<file path="src/rtl/generador_tono_if.sv">
// Request/status bundle between the free-play note FSM and the tone generator.
interface generador_tono_if;
   logic [2:0] nota;
   logic       nota_valid;
   logic       stop;
   logic       ready;
   logic       busy;
   logic       audio_out;
   logic [2:0] nota_actual;
   logic       nota_fin;

   modport master (output nota, nota_valid, stop,
                   input  ready, busy, audio_out, nota_actual, nota_fin);
   modport slave  (input  nota, nota_valid, stop,
                   output ready, busy, audio_out, nota_actual, nota_fin);
endinterface

</file>
<file path="src/rtl/generador_tono.sv">
// Plays one note code as a square wave for DUR_CYCLES, then stays silent for GAP_CYCLES,
// then pulses nota_fin; stop aborts the note and rst returns everything to idle.
module generador_tono #(
   parameter int unsigned CLK_HZ     = 50000000,
   parameter int unsigned DUR_CYCLES = 12500000,
   parameter int unsigned GAP_CYCLES = 500000
) (
   input logic             clk,
   input logic             rst,
   generador_tono_if.slave bus
);
   // Do (262 Hz) has the longest half-period, so it bounds the pitch counter.
   localparam int unsigned HALF_MAX = CLK_HZ / (2 * 262);
   localparam int unsigned MAX_A    = (HALF_MAX > DUR_CYCLES) ? HALF_MAX : DUR_CYCLES;
   localparam int unsigned MAX_VAL  = (MAX_A > GAP_CYCLES) ? MAX_A : GAP_CYCLES;
   localparam int          CNT_W    = (MAX_VAL > 1) ? $clog2(MAX_VAL) : 1;

   localparam logic [CNT_W-1:0] DUR_LAST = CNT_W'(DUR_CYCLES - 1);
   localparam logic [CNT_W-1:0] GAP_LAST = CNT_W'(GAP_CYCLES - 1);

   typedef enum logic [1:0] {S_IDLE, S_PLAY, S_GAP} state_t;

   function automatic logic [CNT_W-1:0] half_of(input logic [2:0] n);
      case (n)
         3'd1:    half_of = CNT_W'(CLK_HZ / (2 * 262));
         3'd2:    half_of = CNT_W'(CLK_HZ / (2 * 294));
         3'd3:    half_of = CNT_W'(CLK_HZ / (2 * 330));
         3'd4:    half_of = CNT_W'(CLK_HZ / (2 * 349));
         3'd5:    half_of = CNT_W'(CLK_HZ / (2 * 392));
         3'd6:    half_of = CNT_W'(CLK_HZ / (2 * 440));
         3'd7:    half_of = CNT_W'(CLK_HZ / (2 * 494));
         default: half_of = '0;
      endcase
   endfunction

   state_t           state_q, state_d;
   logic [CNT_W-1:0] cnt_q, cnt_d;
   logic [CNT_W-1:0] half_q, half_d;
   logic             audio_q, audio_d;
   logic [2:0]       nota_q, nota_d;
   logic             fin_q, fin_d;
   logic [CNT_W-1:0] half_lim;
   logic             play_last, gap_last;

   assign half_lim  = half_of(nota_q);
   assign play_last = (cnt_q == DUR_LAST);
   assign gap_last  = (cnt_q == GAP_LAST);

   always_ff @(posedge clk) begin
      if (rst) begin
         state_q <= S_IDLE;
         cnt_q   <= '0;
         half_q  <= '0;
         audio_q <= 1'b0;
         nota_q  <= 3'd0;
         fin_q   <= 1'b0;
      end else begin
         state_q <= state_d;
         cnt_q   <= cnt_d;
         half_q  <= half_d;
         audio_q <= audio_d;
         nota_q  <= nota_d;
         fin_q   <= fin_d;
      end
   end

   always_comb begin
      state_d = state_q;
      case (state_q)
         S_IDLE: if (bus.nota_valid) state_d = S_PLAY;
         S_PLAY: begin
            if (bus.stop)          state_d = S_IDLE;
            else if (play_last)    state_d = (GAP_CYCLES == 0) ? S_IDLE : S_GAP;
         end
         S_GAP:  if (bus.stop || gap_last) state_d = S_IDLE;
         default: state_d = S_IDLE;
      endcase
   end

   always_comb begin
      cnt_d   = cnt_q;
      half_d  = half_q;
      audio_d = audio_q;
      nota_d  = nota_q;
      fin_d   = 1'b0;
      case (state_q)
         S_IDLE: begin
            cnt_d   = '0;
            half_d  = '0;
            audio_d = 1'b0;
            nota_d  = bus.nota_valid ? bus.nota : 3'd0;
         end
         S_PLAY: begin
            if (bus.stop || play_last) begin
               cnt_d   = '0;
               half_d  = '0;
               audio_d = 1'b0;
               // With no gap the note completes straight out of PLAY.
               if (bus.stop || GAP_CYCLES == 0) nota_d = 3'd0;
               fin_d   = !bus.stop && (GAP_CYCLES == 0);
            end else begin
               cnt_d = cnt_q + CNT_W'(1);
               if (nota_q != 3'd0) begin
                  if (half_q == half_lim - CNT_W'(1)) begin
                     half_d  = '0;
                     audio_d = ~audio_q;
                  end else begin
                     half_d  = half_q + CNT_W'(1);
                  end
               end
            end
         end
         S_GAP: begin
            audio_d = 1'b0;
            if (bus.stop || gap_last) begin
               cnt_d  = '0;
               nota_d = 3'd0;
               fin_d  = !bus.stop;
            end else begin
               cnt_d  = cnt_q + CNT_W'(1);
            end
         end
         default: begin
            cnt_d   = '0;
            half_d  = '0;
            audio_d = 1'b0;
            nota_d  = 3'd0;
         end
      endcase
   end

   always_comb begin
      bus.ready       = (state_q == S_IDLE);
      bus.busy        = (state_q != S_IDLE);
      bus.audio_out   = audio_q;
      bus.nota_actual = nota_q;
      bus.nota_fin    = fin_q;
   end
endmodule

</file>
<file path="src/flat_wrapper.sv">
// flat-port wrapper written by rule: the top's interface ports become plain ports
module generador_tono_flat 
#(
   parameter int unsigned CLK_HZ     = 50000000,
   parameter int unsigned DUR_CYCLES = 12500000,
   parameter int unsigned GAP_CYCLES = 500000
)
  (clk, rst, bus_nota, bus_nota_valid, bus_stop, bus_ready, bus_busy, bus_audio_out, bus_nota_actual, bus_nota_fin);
  generador_tono_if bus_i ();
  input logic clk;
  input logic rst;
  input wire logic [$bits(bus_i.nota)-1:0] bus_nota;
  input wire logic [$bits(bus_i.nota_valid)-1:0] bus_nota_valid;
  input wire logic [$bits(bus_i.stop)-1:0] bus_stop;
  output wire logic [$bits(bus_i.ready)-1:0] bus_ready;
  output wire logic [$bits(bus_i.busy)-1:0] bus_busy;
  output wire logic [$bits(bus_i.audio_out)-1:0] bus_audio_out;
  output wire logic [$bits(bus_i.nota_actual)-1:0] bus_nota_actual;
  output wire logic [$bits(bus_i.nota_fin)-1:0] bus_nota_fin;
  assign bus_i.nota = bus_nota;
  assign bus_i.nota_valid = bus_nota_valid;
  assign bus_i.stop = bus_stop;
  assign bus_ready = bus_i.ready;
  assign bus_busy = bus_i.busy;
  assign bus_audio_out = bus_i.audio_out;
  assign bus_nota_actual = bus_i.nota_actual;
  assign bus_nota_fin = bus_i.nota_fin;
  generador_tono #(.CLK_HZ(CLK_HZ), .DUR_CYCLES(DUR_CYCLES), .GAP_CYCLES(GAP_CYCLES)) u_core (.clk(clk), .rst(rst), .bus(bus_i));
endmodule
</file>
<file path="config.mk">
export PLATFORM = sky130hd
export DESIGN_NAME = generador_tono_flat
export DESIGN_NICKNAME = d
export VERILOG_FILES = /design/src/rtl/generador_tono_if.sv /design/src/rtl/generador_tono.sv /design/src/flat_wrapper.sv
export SDC_FILE = /design/constraint.sdc
export NUM_CORES = 1
export LEC_CHECK = 0
export BUFFER_PORTS_ARGS = -buffer_cell sky130_fd_sc_hd__buf_2
export CAP_MARGIN = 20
export CORE_MARGIN = 3
export CORE_UTILIZATION = 65
export DETAILED_ROUTE_END_ITERATION = 16
export GPL_TIMING_DRIVEN = 1
export HOLD_SLACK_MARGIN = 0.02
export PLACE_DENSITY = 0.83
export REMOVE_ABC_BUFFERS = 1
export SYNTH_ARGS = -nofsm -noshare
export SYNTH_HDL_FRONTEND = slang
export SYNTH_SLANG_ARGS = --single-unit
</file>
<file path="constraint.sdc">
create_clock -name clk -period 4.76 [get_ports clk]
set_input_delay 1.19 -clock clk [delete_from_list [all_inputs] [get_ports clk]]
set_output_delay 1.19 -clock clk [all_outputs]
set_load 0.01 [all_outputs]
</file>
==> metrics.csv <==
stage,metric,value,unit
timing,RSZ-0062 raised after global routing,no,
timing,min cycle time layout,3252,ps
power_and_ir_drop,clock power share,30.8,%
placement,RD Place Congestion,0.9284,
clock_tree,CTS resizes,0,
cells_and_area,fillcell total,405,
worst_setup_path,CP Class,flip-flop to flip-flop,
cells_and_area,# diodes,0,
synthesis,Yosys warning total,0,
timing,Slew HR,53.39,%
clock_tree,clock slew seen by the registers of the worst setup and hold paths,90,ps
floorplanning,die footprint,0.005846,mm^2
routing,vias per cell,6.224,
routing,WL/cell,14.72,um
timing,Worst Skew,12.62,ps
power_and_ir_drop,switching part of the total,25.01,%
power_and_ir_drop,Design Power,797.9,uW
floorplanning,Core ar.,0.004755,mm^2
worst_setup_path,Worst EP required,4930,ps
clock_tree,H-tree depth,2,
routing,initial DRC count,340,
floorplanning,Ports,14,
timing,Fmax,307.5,MHz
routing,DRC,0,
grt,vias in the first global route,2749,
routing,final wirelength,7.037,mm
grt,GR Overflow Total,0,
clock_tree,clk_lat worst skew,310,ps
clock_tree,CTS max path bufs,2,
synthesis,largest cells by area after synthesis,"dfxtp_1 (34%), nor2_1 (5.0%), a31oi_1 (4.3%)",
routing,Pre-antenna DRT Iters,5,
floorplanning,row cnt,25,
clock_tree,hold-fix buffers at CTS,0,
floorplanning,Die Ht,76.46,um
clock_tree,"Setup Fix Bufs, Post-CTS",0,
routing,Vias,2975,
timing,Slew @ Worst Pin,698.3,ps
clock_tree,Sinks on Clock Net,55,
placement,DP Area,0.003269,mm^2
synthesis,most common cell in the netlist,dfxtp_1,
grt,antenna violations before repair,0,
floorplanning,Die Width,76.46,um
synthesis,Commonest cells post-synth,"dfxtp_1 (55), nor2_1 (43), nand2_1 (31)",
synthesis,post-synth cell types,53,
timing,fin crit share,68.33,%
cells_and_area,Layout Area Growth over Synthesis,3.839,%
timing,final setup fails,0,
clock_tree,clk root buf,clkbuf_8,
worst_hold_path,Hold Crit Class,flip-flop to flip-flop,
synthesis,Synth area leader,dfxtp_1,
placement,post-DP HPWL,5.033,mm
power_and_ir_drop,cell-internal power,598.3,uW
synthesis,area share of the largest cell type after synthesis,34.12,%
timing,setup TNS,0,ps
floorplanning,Initial Util,67.87,%
placement,I/O Buffers,13,
grt,largest net degree at the start of global routing,27,
timing,"Hold Vio Cnt, Final",0,
cells_and_area,fin nets,422,
worst_setup_path,CP endpoint kind,flip-flop,
synthesis,sequential share of the synthesized area,34.12,%
synthesis,number of synthesized flops with an enable pin,0,
synthesis,ys async rst share,0,%
power_and_ir_drop,sequential share of power,59.3,%
cells_and_area,post-route cell area,0.003351,mm^2
grt,first-pass GRT wire length,12.15,mm
grt,total track usage,24.82,%
synthesis,Yosys reg bits,55,
flow_run,max cap viols,0,
power_and_ir_drop,leakage power,0.001083,uW
worst_setup_path,crit path DAT,3420,ps
synthesis,syn_area_per_cell,7.776,um^2
clock_tree,CTS Buf Count,5,
synthesis,Cells after Synth,415,
worst_setup_path,Worst setup SP type,flip-flop,
power_and_ir_drop,Gate power share,9.9,%
power_and_ir_drop,switching power,199.5,uW
power_and_ir_drop,pwr dens,238.1,mW/mm^2
synthesis,Syn Std Cell Area,0.003227,mm^2
run_status,outcome,"finished, final reports clean",
cells_and_area,layout cells sized above 1,7.299,%
power_and_ir_drop,maximum vdd ir drop,0.1708,mV
clock_tree,CTS tree,built,
worst_setup_path,"critical path fanouts, max",19,
timing,max-slew violations,0,
synthesis,"Top FF cell, synth",dfxtp_1,
routing,Antenna Nets Post-Route,0,
[worst paths after layout]
check                                                      to  cells past startpoint                                   start  slack [ps]
worst max register to register  u_core.half_q[3]$_SDFFE_PP0P_                      7  u_core.bus.nota_actual[2]$_SDFFE_PP0P_        1510
worst min-delay path               u_core.cnt_q[0]$_SDFF_PP0_                      1              u_core.cnt_q[0]$_SDFF_PP0_         470
worst max-delay path            u_core.half_q[3]$_SDFFE_PP0P_                      7  u_core.bus.nota_actual[2]$_SDFFE_PP0P_        1510
worst min register to register     u_core.cnt_q[0]$_SDFF_PP0_                      1              u_core.cnt_q[0]$_SDFF_PP0_         470
[area by class of cell]
type	instances	area (um^2)	share of cell area [%]
clock buffer	7	76.32	2.278
clock inverter	1	5.005	0.1494
inverter	25	93.84	2.801
multi-input combinational	306	1892	56.46
sequential	55	1101	32.86
tap	67	83.83	2.502
timing repair buffer	17	98.84	2.950
[state kept, by name, summed over array words and instances, names as in the netlist]
name and flops:
u_core.bus.audio_out 1, u_core.half_q 24, u_core.state_q 2, u_core.bus.nota_fin 1, u_core.cnt_q 24, u_core.bus.nota_actual 3
[worst max-delay path, cell delays in order, from the launching register on]
cell and delay, ps:
dfxtp_1 710, clkinv_1 410, nor4_1 360, a41oi_1 80, a211oi_1 280, nand4b_1 460
nand3_1 630, o22ai_1 170
[power groups by stage]
stage	registers, uW	clock network, uW	logic (uW)
3_3_place_gp	483	0	75.1
6_report	473	246	78.7
3_5_place_dp	484	0	77.5
2_1_floorplan	482	0	53.7
5_1_grt	474	269	87.9
4_1_cts	473	251	77.8
[layout by cell type (no fill, tap or decap), types with 11 or more instances in the layout]
master    instances
xor2_1           11
inv_1            24
nand4_1          19
nand2_1          31
buf_2            13
o22ai_1          13
a21oi_1          14
nor2_1           43
dfxtp_1          55
xnor2_1          12
nand2b_1         11
a31oi_1          22
and3_1           14
nand3_1          27
[logic make-up (layout without fill, tap and decap cells)]
group           count (synthesis)  in the layout  share of synthesized area (%)
compound gates                 80             80                          16.21
fa+ha+maj                       7              7                          2.559
simple gates                  185            185                          30.09
mux                            11             11                          3.529
buf+inv                        54             50                          7.251
xor+xnor                       23             23                          6.243
flops                          55             55                          34.12
[per-layer routing]
metal  vias up  global-route usage [%]  wire, um
li1       1489                       -         -
met1      1363                   30.44      3083
met2       100                   42.53      3369
met3        23                   4.255       372
met4         0                   11.05       211
met5         -                       0         0
[metrics by stage]
| step | worst slack [ps] | util (%) | hold WS, ps | instances |
|---|---|---|---|---|
| floorplan | 915.7 | - | 426.0 | 386 |
| global placement | 1521 | 68.53 | 439.8 | 469 |
| detailed placement | 1497 | 68.76 | 459.3 | 470 |
| CTS | 1594 | 70.47 | 478.8 | 478 |
| global route | 1128 | 70.47 | 518.6 | 478 |
| finish | 1508 | 70.47 | 474.1 | 478 |
Note: power is estimated with default switching activity, not from simulation.
